$ cat src/rtl/aurora_tx_framer_64b66b.sv
// 64b/66b TX block framer feeding the 66->32 gearbox: one block per data_next request.
// Define FRAMER_CC_INSERT_EN to enable periodic clock-compensation (CC) burst insertion.
module aurora_tx_framer_64b66b #(
  parameter int unsigned INIT_IDLES = 16,
  parameter int unsigned CC_PERIOD  = 5000,
  parameter int unsigned CC_LEN     = 3,
  parameter logic [57:0] SCR_SEED   = 58'h3FF_FFFF_FFFF_FFFF,
  parameter logic [63:0] IDLE_WORD  = 64'h7800_0000_0000_0000,
  parameter logic [63:0] CC_WORD    = 64'h7880_0000_0000_0000
) (
  input  logic        clk,
  input  logic        rst,
  input  logic [63:0] s_data,
  input  logic        s_valid,
  output logic        s_ready,
  input  logic        data_next,
  output logic [65:0] data66,
  output logic [1:0]  tx_state,
  output logic        cc_active
);

  typedef enum logic [1:0] {StInit = 2'd0, StRun = 2'd1, StCc = 2'd2} state_e;

  localparam int unsigned      InitW    = $clog2(INIT_IDLES + 1);
  localparam logic [InitW-1:0] InitLast = InitW'(INIT_IDLES - 1);
  localparam logic [65:0]      IdleBlk  = {2'b10, IDLE_WORD};
  localparam logic [65:0]      CcBlk    = {2'b10, CC_WORD};

  state_e           state_q, state_d;
  logic [InitW-1:0] init_cnt_q, init_cnt_d;
  logic [57:0]      scr_q, scr_d;
  logic [65:0]      data_q, data_d;
  logic [63:0]      sc;
  logic             cc_due;

  // Parallel x^58+x^39+1 scrambler over one 64-bit payload; low bits resolve from prior state.
  function automatic logic [63:0] scramble(input logic [63:0] d, input logic [57:0] s);
    logic [63:0] o;
    o = '0;
    for (int i = 0; i < 39; i++) o[i] = d[i] ^ s[i + 19] ^ s[i];
    for (int i = 39; i < 58; i++) o[i] = d[i] ^ o[i - 39] ^ s[i];
    for (int i = 58; i < 64; i++) o[i] = d[i] ^ o[i - 39] ^ o[i - 58];
    return o;
  endfunction

  assign sc = scramble(s_data, scr_q);

`ifdef FRAMER_CC_INSERT_EN
  localparam int unsigned     BlkW    = $clog2(CC_PERIOD);
  localparam int unsigned     CcW     = $clog2(CC_LEN + 1);
  localparam logic [BlkW-1:0] BlkLast = BlkW'(CC_PERIOD - 1);
  localparam logic [CcW-1:0]  CcLast  = CcW'(CC_LEN - 1);

  logic [BlkW-1:0] blk_cnt_q, blk_cnt_d;
  logic [CcW-1:0]  cc_cnt_q, cc_cnt_d;
  logic            cc_q, cc_d;

  assign cc_due    = (blk_cnt_q == BlkLast);
  assign cc_active = cc_q;
`else
  assign cc_due    = 1'b0;
  assign cc_active = 1'b0;
`endif

  assign s_ready  = data_next & (state_q == StRun) & ~cc_due;
  assign data66   = data_q;
  assign tx_state = state_q;

  always_comb begin
    state_d    = state_q;
    init_cnt_d = init_cnt_q;
    scr_d      = scr_q;
    data_d     = data_q;
`ifdef FRAMER_CC_INSERT_EN
    blk_cnt_d  = blk_cnt_q;
    cc_cnt_d   = cc_cnt_q;
    cc_d       = cc_q;
`endif
    if (data_next) begin
      case (state_q)
        StInit: begin
          data_d     = IdleBlk;
          init_cnt_d = init_cnt_q + 1'b1;
          if (init_cnt_q == InitLast) begin
            state_d    = StRun;
            init_cnt_d = '0;
          end
        end
        StRun: begin
`ifdef FRAMER_CC_INSERT_EN
          cc_d      = cc_due;
          blk_cnt_d = cc_due ? '0 : blk_cnt_q + 1'b1;
`endif
          if (cc_due) begin
            data_d = CcBlk;
`ifdef FRAMER_CC_INSERT_EN
            if (CC_LEN > 1) begin
              state_d  = StCc;
              cc_cnt_d = CcW'(1);
            end
`endif
          end else if (s_valid) begin
            // Only data payloads advance the scrambler.
            data_d = {2'b01, sc};
            scr_d  = sc[63:6];
          end else begin
            data_d = IdleBlk;
          end
        end
        StCc: begin
          data_d = CcBlk;
`ifdef FRAMER_CC_INSERT_EN
          cc_d = 1'b1;
          if (cc_cnt_q == CcLast) begin
            state_d  = StRun;
            cc_cnt_d = '0;
          end else begin
            cc_cnt_d = cc_cnt_q + 1'b1;
          end
`else
          state_d = StRun;
`endif
        end
        default: state_d = StInit;
      endcase
    end
  end

  always_ff @(posedge clk or posedge rst) begin
    if (rst) begin
      state_q    <= StInit;
      init_cnt_q <= '0;
      scr_q      <= SCR_SEED;
      data_q     <= IdleBlk;
`ifdef FRAMER_CC_INSERT_EN
      blk_cnt_q  <= '0;
      cc_cnt_q   <= '0;
      cc_q       <= 1'b0;
`endif
    end else begin
      state_q    <= state_d;
      init_cnt_q <= init_cnt_d;
      scr_q      <= scr_d;
      data_q     <= data_d;
`ifdef FRAMER_CC_INSERT_EN
      blk_cnt_q  <= blk_cnt_d;
      cc_cnt_q   <= cc_cnt_d;
      cc_q       <= cc_d;
`endif
    end
  end

endmodule

$ cat config.mk
export PLATFORM = sky130hd
export DESIGN_NAME = aurora_tx_framer_64b66b
export DESIGN_NICKNAME = d
export VERILOG_FILES = /design/src/rtl/aurora_tx_framer_64b66b.sv
export SDC_FILE = /design/constraint.sdc
export NUM_CORES = 1
export LEC_CHECK = 0
export CORE_AREA = 2 2 114 116
export CTS_BUF_LIST = sky130_fd_sc_hd__clkbuf_2 sky130_fd_sc_hd__clkbuf_4 sky130_fd_sc_hd__clkbuf_8
export CTS_CLUSTER_SIZE = 12
export DETAILED_ROUTE_END_ITERATION = 7
export DIE_AREA = 0 0 116 118
export DONT_BUFFER_PORTS = 1
export HOLD_SLACK_MARGIN = 0.12
export PLACE_DENSITY = 0.73
export SYNTH_ARGS = -nofsm -noshare
export SYNTH_HDL_FRONTEND = slang
export SYNTH_SLANG_ARGS = --single-unit
$ cat constraint.sdc
create_clock -name clk -period 4.5 [get_ports clk]
set_clock_uncertainty 0.05 [all_clocks]
set_input_delay 0.9 -clock clk [delete_from_list [all_inputs] [get_ports clk]]
set_output_delay 0.9 -clock clk [all_outputs]
set_load 0.01 [all_outputs]
==> impl_metrics.py <==
metrics = {
    "outcome": {
        "status": "finished clean",
    },
    "layout": {
        "num_antenna_cells": 0,
        "register_area_sq_um": 3330,
        "layout-drive-gt1-share_pct": 26.0,
        "final_util_pct": 53.6,
        "fin_nets": 521,
        "multi_input_comb_area_sq_um": 2640,
        "fillers": 1067,
        "syn_to_final_growth_pct": 8.87,
    },
    "worst_setup_path": {
        "cpPeakStageDelay_ns": 0.52,
        "critPathBufInv": 0,
        "cp.arrival_ns": 1.18,
        "path_class": "flop to primary output",
        "reg2reg_from": "tx_state[0]",
        "crit_chain": "and2_1",
        "r2r-end": "scr_q[35]",
        "r2r_setup_slack_ns": 2.42,
        "crit_family": "flip-flops",
        "r2r_cells": 2,
        "slowest_stage": "dfrtp_1",
        "startpoint_type": "flop",
        "cp.required_ns": 3.55,
        "path_max_fanout": 7,
        "end_kind": "primary output",
    },
    "logic_synthesis": {
        "yosys_warnings": 0,
        "synth_edf_count": 0,
        "synth_fa_ha_area_share_pct": 0.205,
        "ys_top_cells_by_count": "xnor2_1, dfrtp_1, dfstp_2",
        "synth_area_leaders": "dfrtp_1, dfstp_2, xnor2_1, xnor3_1, o2bb2ai_1",
        "synthCells": 456,
        "ys_ff_latch": 130,
        "synth_top_area_share_pct": 27.5,
        "ys_types": 32,
        "yosysMostFrequentCell": "xnor2_1",
        "synth.yosys.seq_area_share_pct": 54.6,
        "synthSimpleGateAreaFrac_pct": 3.93,
        "synth_mux_area_share_pct": 4.55,
        "synth_xor_area_share_pct": 21.4,
        "synth_compound_area_share_pct": 12.8,
        "synth_top_family_by_area": "XOR/XNOR gates",
        "synth_ff_type": "dfrtp_1",
        "post_synth.cell_area_avg_sq_um": 13.4,
        "yosys.area.top_type": "dfrtp_1",
        "synthArstFlopShare_pct": 100,
        "syn_area_sq_um": 6110,
    },
    "timing": {
        "relSlewSlack_pct": 24.0,
        "setup_viol": 0,
        "period_needed_ns": 2.13,
        "setup_tns_ns": 0,
        "min_period_over_period_pct": 47.3,
        "max_slew.worst_pin.slew_ns": 1.14,
        "drv_slew": 0,
        "rsz0062_at_grt": "no",
        "max_freq_mhz": 469,
        "hold_viol": 0,
    },
    "drt": {
        "drt-vias-per-instance": 5.37,
        "drt_iter0_drc": 207,
        "drc": 0,
        "drt-wirelength-per-cell_microns": 21.2,
        "via_count": 3420,
        "finalWirelength_microns": 13500,
        "drtPass1Iterations": 4,
        "ant_nets": 0,
    },
    "power": {
        "irDropWorstVdd_v": 0.000309,
        "seqPwrFrac_pct": 43.0,
        "combPwrFrac_pct": 37.0,
        "p_switching_w": 0.00191,
        "p_leak_nw": 2.86,
        "clock_power_share_pct": 20.0,
        "switching_share_pct": 35.1,
        "p_per_area_nw_per_um2": 821,
        "internal_power_w": 0.00355,
    },
    "global_route": {
        "grt_pass1_vias": 3676,
        "grt.overflow.total": 0,
        "grt_max_degree": 117,
        "grt_antenna_before_repair": 0,
        "grt_util_all_layers_pct": 20.9,
        "grt_pass1_wl_microns": 21100,
    },
    "place": {
        "dp_hpwl_microns": 9650,
        "port_buffers": 0,
        "gp_congestion": 0.827,
    },
    "cts": {
        "post_cts_buffers": 0,
        "worstSkewPairLatency_ns": 0.44,
        "cts_max_level": 4,
        "clkSinkCount": 130,
        "tritoncts": "built",
        "clock-root-buffer": "clkbuf_8",
        "cts.repair.resized": 0,
        "clk_pin_slew_worst_paths_ns": 0.07,
        "clockBufferDepth": 2,
        "cts_made_buffers": 17,
        "cts_hold_buffers": 0,
    },
    "die": {
        "chipHeight_microns": 118,
        "initial_core_util_pct": 49.2,
        "dieArea_sq_um": 13700,
        "die_w_microns": 116,
        "io_pins": 138,
        "num_rows": 41,
        "core_area_sq_um": 12400,
    },
    "worst_hold_path": {
        "hp-class": "input port to async pin",
    },
    "run": {
        "drv_cap": 0,
    },
}
worst max-delay path by stage:
| stage | from | cells past startpoint | to | slack (ns) |
|---|---|---|---|---|
| 6_report | tx_state[0] | 1 | s_ready | 2.37 |
| 5_1_grt | tx_state[0] | 2 | scr_q[35] | 2.17 |
| 4_1_cts | tx_state[0] | 1 | s_ready | 2.34 |
| 3_5_place_dp | s_valid | 2 | scr_q[35] | 2.09 |
| 3_3_place_gp | s_valid | 2 | scr_q[31] | 2.16 |
| 2_1_floorplan | rst | 1 | data66[0] | 0.18 |
layout by cell type (no fill, tap or decap), types with 6 or more instances in the layout:
| cell type | netlist | final |
|---|---|---|
| nor2_1 | 7 | 7 |
| nand2_1 | 42 | 42 |
| mux2_2 | 6 | 6 |
| dfstp_2 | 63 | 63 |
| o21ai_0 | 39 | 39 |
| clkbuf_8 | 0 | 18 |
| dfrtp_1 | 67 | 67 |
| xnor2_1 | 82 | 82 |
| mux2_4 | 14 | 14 |
| o2bb2ai_1 | 40 | 40 |
| xnor3_1 | 25 | 25 |
| a22o_1 | 21 | 21 |
stage by stage:
stage	worst slack (ns)	cell area, sq um	hold slack, ns	total power [W]	cells
floorplan	0.185	6110	0.401	0.00386	457
global placement	2.16	6210	0.417	0.00433	605
detailed placement	2.09	6210	0.428	0.00439	605
CTS	2.34	6650	0.417	0.00551	637
global route	2.17	6650	0.440	0.00580	637
finish	2.37	6650	0.408	0.00546	637
registers in the layout, summed over array words and instances, names as in the netlist:
name / count
data66: 66
scr_q: 58
init_cnt_q: 5
tx_state: 1
final cells by class:
class	instances	area share [%]
flip-flops and latches	130	50.1
repair buffers	2	0.226
inverters	2	0.151
clock inverters	10	2.41
clock buffers	22	4.18
well taps	172	3.24
multi-input cells	299	39.7
per-layer routing:
layer	up-vias	GRT usage (%)	routed length, microns
met5	-	0	0
li1	1580	-	-
met3	20	7.52	1060
met2	107	29.7	6030
met4	0	8.18	274
met1	1713	29.2	6150
worst register-to-register path, cell delays in order (launching register included):
cell and delay [ns]:
dfrtp_1 0.52, nand3_4 0.85, o21ai_0 0.55
cells by family after synthesis:
family | Yosys count
simple gates | 57
other cells | 1
mux | 20
compound gates | 109
flops | 130
buf+inv | 28
fa+ha+maj | 1
xor+xnor | 110
power groups by stage:
stage	combinational (W)	clock (W)	sequential (W)
2_1_floorplan	0.00165	0	0.00221
3_3_place_gp	0.00198	0	0.00234
3_5_place_dp	0.00202	0	0.00236
4_1_cts	0.00203	0.00113	0.00235
5_1_grt	0.00221	0.00118	0.00241
6_report	0.00202	0.00109	0.00235
Power figures use the tool's default switching activity.
